`src/rtl/spike_rate_encoder.sv`:
```
// Rate encoder: turns a latched value/threshold pair into a WINDOW-step spike train.
// Define SPIKE_RATE_ENCODER_COUNT_EN to add the spike_count output.
module spike_rate_encoder #(
  parameter int DATA_WIDTH = 16,
  parameter int WINDOW     = 16
) (
  input  logic                         clk,
  input  logic                         rstn,
  input  logic                         in_valid,
  output logic                         in_ready,
  input  logic signed [DATA_WIDTH-1:0] in_value,
  input  logic signed [DATA_WIDTH-1:0] threshold,
  input  logic                         step_en,
  output logic                         spike,
  output logic                         spike_valid,
  output logic                         window_done
`ifdef SPIKE_RATE_ENCODER_COUNT_EN
  ,
  output logic [$clog2(WINDOW+1)-1:0]  spike_count
`endif
);

  localparam int AW  = DATA_WIDTH + 1;
  localparam int CW  = $clog2(WINDOW);
  localparam int SCW = $clog2(WINDOW+1);

  typedef enum logic {IDLE, RUN} state_t;

  state_t                state_q, state_d;
  logic [DATA_WIDTH-1:0] val_q, thr_q;
  logic [DATA_WIDTH-1:0] val_in, thr_in;
  logic [AW-1:0]         acc_q, acc_sum, acc_diff, acc_nxt, thr_x;
  logic [CW-1:0]         cnt_q;
  logic                  accept, step, fire, last;

  assign in_ready = (state_q == IDLE);

  always_comb begin
    state_d = state_q;
    accept  = 1'b0;
    step    = 1'b0;
    case (state_q)
      IDLE: if (in_valid) begin
        accept  = 1'b1;
        state_d = RUN;
      end
      RUN: if (step_en) begin
        step = 1'b1;
        if (last) state_d = IDLE;
      end
      default: state_d = IDLE;
    endcase
  end

  // Negative rates encode as silence; non-positive thresholds fall back to 1.
  always_comb begin
    val_in = in_value[DATA_WIDTH-1] ? '0 : $unsigned(in_value);
    thr_in = (threshold[DATA_WIDTH-1] || (threshold == '0)) ?
             DATA_WIDTH'(1) : $unsigned(threshold);
  end

  // Saturating at thr-1 keeps the accumulator below thr, so one spike per step max.
  always_comb begin
    thr_x    = {1'b0, thr_q};
    acc_sum  = acc_q + {1'b0, val_q};
    fire     = (acc_sum >= thr_x);
    acc_diff = acc_sum - thr_x;
    acc_nxt  = acc_sum;
    if (fire) acc_nxt = (acc_diff >= thr_x) ? (thr_x - AW'(1)) : acc_diff;
    last     = (cnt_q == CW'(WINDOW-1));
  end

  always_ff @(posedge clk) begin
    if (rstn) begin
      state_q     <= IDLE;
      val_q       <= '0;
      thr_q       <= DATA_WIDTH'(1);
      acc_q       <= '0;
      cnt_q       <= '0;
      spike       <= 1'b0;
      spike_valid <= 1'b0;
      window_done <= 1'b0;
    end else begin
      state_q     <= state_d;
      spike       <= 1'b0;
      spike_valid <= 1'b0;
      window_done <= 1'b0;
      if (accept) begin
        val_q <= val_in;
        thr_q <= thr_in;
        acc_q <= '0;
        cnt_q <= '0;
      end
      if (step) begin
        acc_q       <= acc_nxt;
        cnt_q       <= last ? '0 : cnt_q + CW'(1);
        spike       <= fire;
        spike_valid <= 1'b1;
        window_done <= last;
      end
    end
  end

`ifdef SPIKE_RATE_ENCODER_COUNT_EN
  always_ff @(posedge clk) begin
    if (rstn)        spike_count <= '0;
    else if (accept) spike_count <= '0;
    else if (step)   spike_count <= spike_count + SCW'(fire);
  end
`endif

endmodule

```
`config.mk`:
```
export PLATFORM = sky130hd
export DESIGN_NAME = spike_rate_encoder
export DESIGN_NICKNAME = d
export VERILOG_FILES = /design/src/rtl/spike_rate_encoder.sv
export SDC_FILE = /design/constraint.sdc
export NUM_CORES = 1
export LEC_CHECK = 0
export ABC_AREA = 1
export CORE_UTILIZATION = 55
export CTS_BUF_LIST = sky130_fd_sc_hd__clkbuf_2 sky130_fd_sc_hd__clkbuf_4 sky130_fd_sc_hd__clkbuf_8
export DETAILED_ROUTE_END_ITERATION = 10
export HOLD_SLACK_MARGIN = 0.12
export PLACE_DENSITY = 0.76
export SYNTH_ARGS = -nofsm -noshare
export SYNTH_HDL_FRONTEND = slang
export SYNTH_SLANG_ARGS = --single-unit
```
`constraint.sdc`:
```
create_clock -name clk -period 5.41 [get_ports clk]
set_clock_uncertainty 0.1 [all_clocks]
set_input_delay 1.082 -clock clk [delete_from_list [all_inputs] [get_ports clk]]
set_output_delay 1.082 -clock clk [all_outputs]
set_load 0.02 [all_outputs]
```
# After elaboration in Yosys (flattened, before gate mapping)
# Index checks and enable logic that the tools add are counted.
# totals
register_bits	57
inputBits	36
# classes
bitwise_logic	2
muxes	17
n_addsub	4
n_lt_le_gt_ge	2
n_reduce_logical	4
n_eq_ne	1
# ops
op	count
$mux W17	4
$ge A17 B16 Y1	2
$add A17 B16 Y17	1
$sub A16 B1 Y17 const B	1
$sub A17 B16 Y17	1
$logic_not A16 Y1	1
$mux W16	1
$mux W15	1
$mux W4	3
$mux W1	7
$add A4 B1 Y4 const B	1
$eq A4 B4 Y1 const B	1
$not A1 Y1	2
$pmux W1 S2	1
$reduce_bool A2 Y1	1
$reduce_or A2 Y1	1
$logic_or A1 B1 Y1	1

# Logic depth before layout (Yosys ltp)
# logic_depth
depth_word	6
ltp_mapped	36
depth_no_buf	35

# Worst setup path before layout
# OpenSTA, ideal clock, no wires.
# synth_path
path_type	register -> register
startpoint	register val_q[0]
endpoint	register acc_q[2]
setup_ps	114
t_required_ps	5196
stages_incl_launch_ff	33
t_arrival_ps	4022
path_slack_ps	1175
path_buffers	1
cell_sequence	dfxtp_1 ha_1 inv_1 fa_1 inv_1 nand3_1 nand2_1 nand2_1 nand2_1 nand2_1 o21bai_1 xor2_1 inv_1 ha_1 nand2_1 nor2_1 inv_1 nor2_1 nor2_1 nand2_1 xor2_1 ha_1 nand4_1 nor2_1 a31o_2 nor2_2 nand2_1 buf_6 or2_0 nand2_1 nand2_1 nand3_1 nand2_1
# synth_between
elab_chain_len	6
elab_cells_between_ends	7
classes_between	add/sub (2); order compare (2); mux (3)
# synth_lines
item	line	rtl
start, declared	30	logic [DATA_WIDTH-1:0] val_q, thr_q;
start signal, assigned	89	val_q <= val_in;
$add A17 B16 Y17 (*)	65	acc_sum = acc_q + {1'b0, val_q};
$sub A17 B16 Y17	67	acc_diff = acc_sum - thr_x;
$ge A17 B16 Y1	69	if (fire) acc_nxt = (acc_diff >= thr_x) ? (thr_x - AW'(1)) : acc_diff;
$mux W17	69	
$mux W17 (*)	69	
$mux W17 (*)	94	if (step) begin
end signal, assigned	95	acc_q <= acc_nxt;
end, declared	32	logic [AW-1:0] acc_q, acc_sum, acc_diff, acc_nxt, thr_x;
# Every way passes the cells marked *; elsewhere a longest branch is shown, timed or not.
# A chain may end at the register's enable or synchronous reset.

# Final worst setup path
# Ends and elaborated chain as after synthesis.

==> metrics.md <==
| Metric | Value |
|---|---|
| Ys async rst share | 0% |
| Nets | between 800 and 900 |
| Clock sink count | 56 |
| WS Path Type | flip-flop to flip-flop |
| Die area | 0.00880 mm² |
| Final GP Congestion | 0.984 |
| # port buffers | 39 |
| Slew HR | about 58% |
| N_diodes | 0 |
| CTS buffer count | 5 |
| Final setup viols | 0 |
| Layout fillers | 751 |
| First-pass DRT Iterations | 5 |
| Initial Util | 56.7% |
| Slew of the pin with the lowest slew margin | about 0.63 ns |
| Syn avg cell area | ~6.5 µm² |
| Synth area leaders | dfxtp_1 24%, nand2_1 14%, ha_1 13% |
| Setup_tns | 0 ns |
| Leakage power total | about 2.5 nW |
| Post-CTS Setup Bufs | 0 |
| Max-cap violations | 0 |
| Cell mode on critical path | nand2_1 |
| Fmax | around 0.20 GHz |
| Routed wire length | 12,400 µm |
| Crit-path max cell delay | approximately 0.4 ns |
| IO Pins | 40 |
| Crit path launch type | flip-flop |
| Pins Over Slew Limit | 0 |
| Clock slew at reported path FFs | roughly 0.11 ns |
| Share of layout cells above drive strength 1 | between 3 and 4% |
| Clock latency on the worst-skew pair | 0.32 ns |
| Multi-input gate area | a little over 0.003 mm² |
| Netlist cell types | 35 |
| Mapped Area | between 0.004 and 0.005 mm² |
| Syn nets | 797 |
| Register Area | approximately 0.0011 mm² |
| Largest net degree at the start of global routing | 38 |
| CORE AREA | around 0.0082 mm² |
| Post-Layout Cell Count | about 850 |
| Post-DRT Antenna Nets | 0 |
| Deepest clock path buffer count | 2 |
| First-pass GRT wire length | 20,600 µm |
| Unrepaired setup endpoints after global routing | no |
| Final HPWL DP | ~10,000 µm |
| Hold WC Path Type | flip-flop to flip-flop |
| Tmin final | around 5.0 ns |
| CTS root buf | clkbuf_8 |
| Yosys top cell area share | between 20% and 30% |
| All-Layer GR Usage | 29.9% |
| Die Wd | ~94 µm |
| Period utilization | 92.5% |
| Vias per cell | 5.54 |
| Initial antenna violation count | 0 |
| Vias in the first global route | around 4,400 |
| Cts-stage hold buffer count | 0 |
| Post-synthesis to final-layout area growth | 12.4% |
| Commonest non-fill, non-tap cells in the layout | 176 x nand2_1, 84 x inv_1, 82 x nand3_1, 80 x a21oi_1, 56 x dfxtp_1 |
| Worst VDD drop | 0.193 mV |
| Via count | about 4,700 |
| Remaining DRCs | 0 |
| Yosys top cell by area | dfxtp_1 |
| Status | finished, final reports clean |
| DRT iter0 DRCs | 290 |
| Most used DFF post-synth | dfxtp_1 |
| Die Ht | ~94 µm |
| P per Cell Area | roughly 340 mW/mm² |
| H-tree depth | 2 |
| Mapped Cells | between 700 and 800 |
| CP endpoint kind | flip-flop |
| Synthesis warning total | 0 |
| Final number of hold-violating endpoints | 0 |
| Most common cell after layout, fill and taps aside | nand2_1 |
| Clock tree from TritonCTS | built |
| Grt ovf | 0 |
| Register area share after synthesis | about a quarter |
| EDFF count, synth | 0 |
| DP Cell Count | about 840 |
| Site Rows | 33 |
| Seq cells post-synth | between 50 and 60 |
| Crit-path slowest cell | fa_1 |
| Worst Path Arrival | ~5 ns |
| Req. time, crit path | between 5 and 6 ns |
| Worst-path fanout max | 20 |
| WL per Instance | approximately 15 µm |
-- final cells by class --
class / instances / share of cell area (%)
clock buffer: 5 / 1.32
multi-input combinational: 547 / 59.6
tap: 105 / 2.52
timing repair buffer: 46 / 8.50
sequential: 56 / 21.5
clock inverter: 3 / 0.432
inverter: 85 / 6.12
-- flip-flops by register name, indices dropped and copies added, names as in the netlist --
signal,cells
acc_q,17
cnt_q,4
spike,1
spike_valid,1
state_q,1
thr_q,16
val_q,15
window_done,1
-- Yosys cell counts (all sizes together) (5+ instances only) --
cell    number
buf          7
or2          8
ha          49
nand4        7
dfxtp       56
inv         85
clkbuf      15
a211oi       5
nor2        40
nor3        10
nand2      178
o21ai       25
o21bai       5
xnor2        9
a21oi       80
nand3       82
xor2        29
-- metal layers --
layer | routed length [µm] | GRT usage [%]
met4 | 393 | 10.9
met5 | 0 | 0
met1 | 5780 | 39.0
met2 | 5720 | 50.7
met3 | 540 | 3.07
-- critical path: cells and delay by family (launching register included) --
family | cells | cell delay [ns]
AO/OA/AOI/OAI | 2 | 0.42
flip-flops | 1 | 0.35
AND/OR/NAND/NOR | 19 | 2.06
buffers and inverters | 4 | 0.31
adder cells (fa/ha/maj) | 4 | 1.19
XOR/XNOR | 2 | 0.45
-- kinds of logic after synthesis --
| logic type | count (synthesis) | share of synthesized area (%) |
|---|---|---|
| buffers and inverters | 107 | 8.94 |
| adders and majority gates | 51 | 14.1 |
| AOI/OAI and AO/OA | 128 | 15.1 |
| xor gates and xnor gates | 38 | 7.18 |
| and+or+nand+nor | 330 | 30.5 |
| DFF | 56 | 24.2 |
-- power breakdown --
part	switching (W)	internal [W]	leakage, nW
clock network	0.000144	0.0000932	0.0485
registers	0.0000201	0.000441	0.457
logic	0.000669	0.000396	1.95
-- path summary, 6_finish.rpt --
kind,slack [ns],from,to,cells after the start
worst max register to register,0.41,val_q[0]$_SDFFE_PP0P_,acc_q[2]$_SDFFE_PP0P_,31
worst min register to register,0.38,acc_q[11]$_SDFFE_PP0P_,acc_q[11]$_SDFFE_PP0P_,2
worst max-delay path,0.41,val_q[0]$_SDFFE_PP0P_,acc_q[2]$_SDFFE_PP0P_,31
worst min-delay path,0.38,acc_q[11]$_SDFFE_PP0P_,acc_q[11]$_SDFFE_PP0P_,2
-- through the flow --
stage | setup WS (ns) | total power (W) | area, µm² | util, % | hold slack, ns
floorplan | 1.17 | 0.00125 | 4630 | - | 0.345
global placement | 0.380 | 0.00148 | 5120 | 62.6 | 0.355
detailed placement | 0.283 | 0.00151 | 5120 | 62.6 | 0.362
CTS | 0.264 | 0.00175 | 5210 | 63.7 | 0.379
global route | 0.00352 | 0.00193 | 5210 | 63.7 | 0.402
finish | 0.407 | 0.00176 | 5210 | 63.7 | 0.378
-- timing repair --
action / 4_1_cts / 5_1_grt
resized for setup: 0 / 2
endpoints found under the hold margin: 0 / 0
endpoints found under the setup margin: 0 / 17
(Power assumes the default switching activity.)
==> variant: new RTL, config.mk and constraints unchanged <==
Add a define of `SPIKE_RATE_ENCODER_COUNT_EN`.
--- a/src/rtl/spike_rate_encoder.sv
+++ b/src/rtl/spike_rate_encoder.sv
@@ -2,2 +2,4 @@
 // Define SPIKE_RATE_ENCODER_COUNT_EN to add the spike_count output.
+`define SPIKE_RATE_ENCODER_COUNT_EN
+
 module spike_rate_encoder #(
Formal check against the unedited RTL (old outputs only; new: spike_count): equivalent (equiv_simple and equiv_induct, registers matched by name and starting in step).
==> variant against the original RTL <==
Utilization rose by 1.4 points. Synthesized area rose by 6.6%. Wire length rose by 9.1%. Final area rose by 9.0%. Cell count rose by 5.3%. Worst setup slack improved by 140 ps. Sequential cell count rose by 5. Sequential share of layout area barely moved.
Power is not compared: it rests on default switching activity, and its combinational part moved more than twofold at a synthesized area within 25%.
==> variant: results (changes against the original RTL) <==
* Status: finished clean
* Max Buffers Root-to-Sink at 2 (unchanged)
* Synth top area cells: dfxtp_1 (25%), nand2_1 (15%), ha_1 (13%), inv_1 (7.1%), nand3_1 (6.5%)
* Syn nets at 824 (+3.4%)
* CTS buffer count at 9 (+4)
* Drt first-iter violations at 261 (-10%)
* Final setup viols at 0 (unchanged)
* Detail Placement HPWL at 10.8 mm (+8.3%)
* Routability cong. at 1.01 (+2.3%)
* Yosys Warn Count at 0 (unchanged)
* Hold WC Path Type: register to register
* Worst-path fanout max at 17 (-15%)
* Leading registers by flop count: acc_q (17), thr_q (16), val_q (15)
* Initial antenna violation count at 0 (unchanged)
* Dominant synthesized flop cell: dfxtp_1
* Post-synthesis mux area share at 0% (unchanged)
* First-pass GRT wire length at 22.7 mm (+10%)
* # nets final at 868 (+4.8%)
* Top cells by instance count after synthesis: nand2_1 (195), inv_1 (93), nand3_1 (64), dfxtp_1 (61), ha_1 (51)
* Drt via density at 5.53 (about the same)
* Seq/Total Area, Yosys at 24.7% (+0.53 points)
* Vias in the first global route at 4836 (+10%)
* Port-buffer cells at 44 (+13%)
* Worst Tran Pin Value at 1020 ps (+395 ps)
* Clock slew at reported path FFs at 90 ps (-20 ps)
* Fill count at 822 (+9.5%)
* Adder-cell share of the synthesized area at 13.7% (-0.36 points)
* Overall Global Routing Usage at 30.0% (+0.12 points)
* Detailed Routing Iterations Pass 1 at 5 (unchanged)
* Worst skew pair latency at 350 ps (+30 ps)
* Share of cells above drive strength 1 at 6.63% (+2.7 points)
* Wirelength per Cell at 15.2 microns (+3.6%)
* Distinct cells, synth at 44 (+26%)
* Ys async rst share at 0% (unchanged)
* Ant. Diodes at 0 (unchanged)
* Compound-cell area share of the yosys netlist at 12.7% (-2.4 points)
* VDD IR max at 0.388 mV
* Max H-tree Level at 3 (+1)
* Pleak at approximately 2.8 nW
* Clock Root Buffer: clkbuf_8
* Post-cts resize count at 0 (unchanged)
* Largest net degree at the start of global routing at 28 (-26%)
* Post-CTS Setup Inserts at 0 (unchanged)
* XOR/XNOR Fraction of Synth Area at 6.91% (-0.27 points)
==> variant: changes by cell type in the layout (fill, tap and decap cells not counted), moves of 4 or more <==
cell / unedited run / this run
a21oi_1: 80 / 34
nand2_1: 176 / 195
nand3_1: 82 / 64
o22ai_1: 0 / 17
nand4_1: 7 / 21
inv_1: 84 / 93
clkbuf_8: 5 / 10
clkdlybuf4s50_1: 39 / 44
dfxtp_1: 56 / 61
a211oi_1: 5 / 1
a21oi_2: 0 / 4
nand2_2: 2 / 6
o21ai_0: 23 / 27
==> variant: cell families (layout without fill, tap and decap cells) <==
kind of cell	count (synthesis)	count (layout)
adder cells (fa/ha/maj)	53	53
XOR/XNOR	39	39
AO/OA/AOI/OAI	107	107
buffers and inverters	114	163
flip-flops	61	61
AND/OR/NAND/NOR	361	361
==> variant: layout make-up <==
class	instances	area (sq um)	share of cell area [%]
clock buffers	10	138	2.42
clock inverters	6	68.8	1.21
inverters	97	364	6.41
multi-input cells	560	3270	57.5
flip-flops and latches	61	1220	21.5
well taps	108	135	2.38
repair buffers	50	485	8.55
==> variant: metal layers <==
| layer | share of wire (%) | track usage [%] | wire, microns |
|---|---|---|---|
| met4 | 3.7 | 12.1 | 507 |
| met1 | 45 | 37.9 | 6100 |
| met2 | 47 | 50.8 | 6420 |
| met3 | 4.0 | 4.77 | 537 |
| met5 | 0 | 0 | 0 |
==> variant: worst paths after layout <==
check,startpoint,to,slack [ps],cells past startpoint
worst max-delay path,val_q[4]$_SDFFE_PP0P_,acc_q[11]$_SDFFE_PP0P_,550,27
worst min-delay path,acc_q[8]$_SDFFE_PP0P_,acc_q[8]$_SDFFE_PP0P_,360,2
worst max register to register,val_q[4]$_SDFFE_PP0P_,acc_q[11]$_SDFFE_PP0P_,550,27
worst min register to register,acc_q[8]$_SDFFE_PP0P_,acc_q[8]$_SDFFE_PP0P_,360,2
==> variant: power by group <==
part,leakage (nW),switching (mW),internal [mW]
clock,0.103,0.218,0.229
combinational,2.21,1.70,0.936
sequential,0.495,0.0348,0.499
total,2.81,1.95,1.66
==> variant: worst max-delay path, cell delays in order, from the launching register on <==
cell	delay, ps
dfxtp_1	320
ha_1	380
a21oi_1	220
o21ai_0	180
a21oi_2	240
xor2_1	250
inv_1	90
ha_1	420
nand2_1	100
nor2_2	170
nand2_1	90
nand2_2	140
inv_1	70
o21ai_0	200
xor2_1	230
ha_1	280
a21oi_1	150
nor3_1	60
nor3_1	140
nand2_1	80
nand2_1	50
nand2_1	60
nand2_2	170
nand3_4	210
nand2_1	120
nand2_1	60
o21bai_1	120
nand2_1	60
==> variant: metrics by stage <==
step	instances	cell area [sq um]	setup slack, ps
finish	892	5680	551
CTS	892	5670	503
floorplan	735	4940	1260
detailed placement	876	5470	558
global route	892	5680	47.0
global placement	876	5470	616
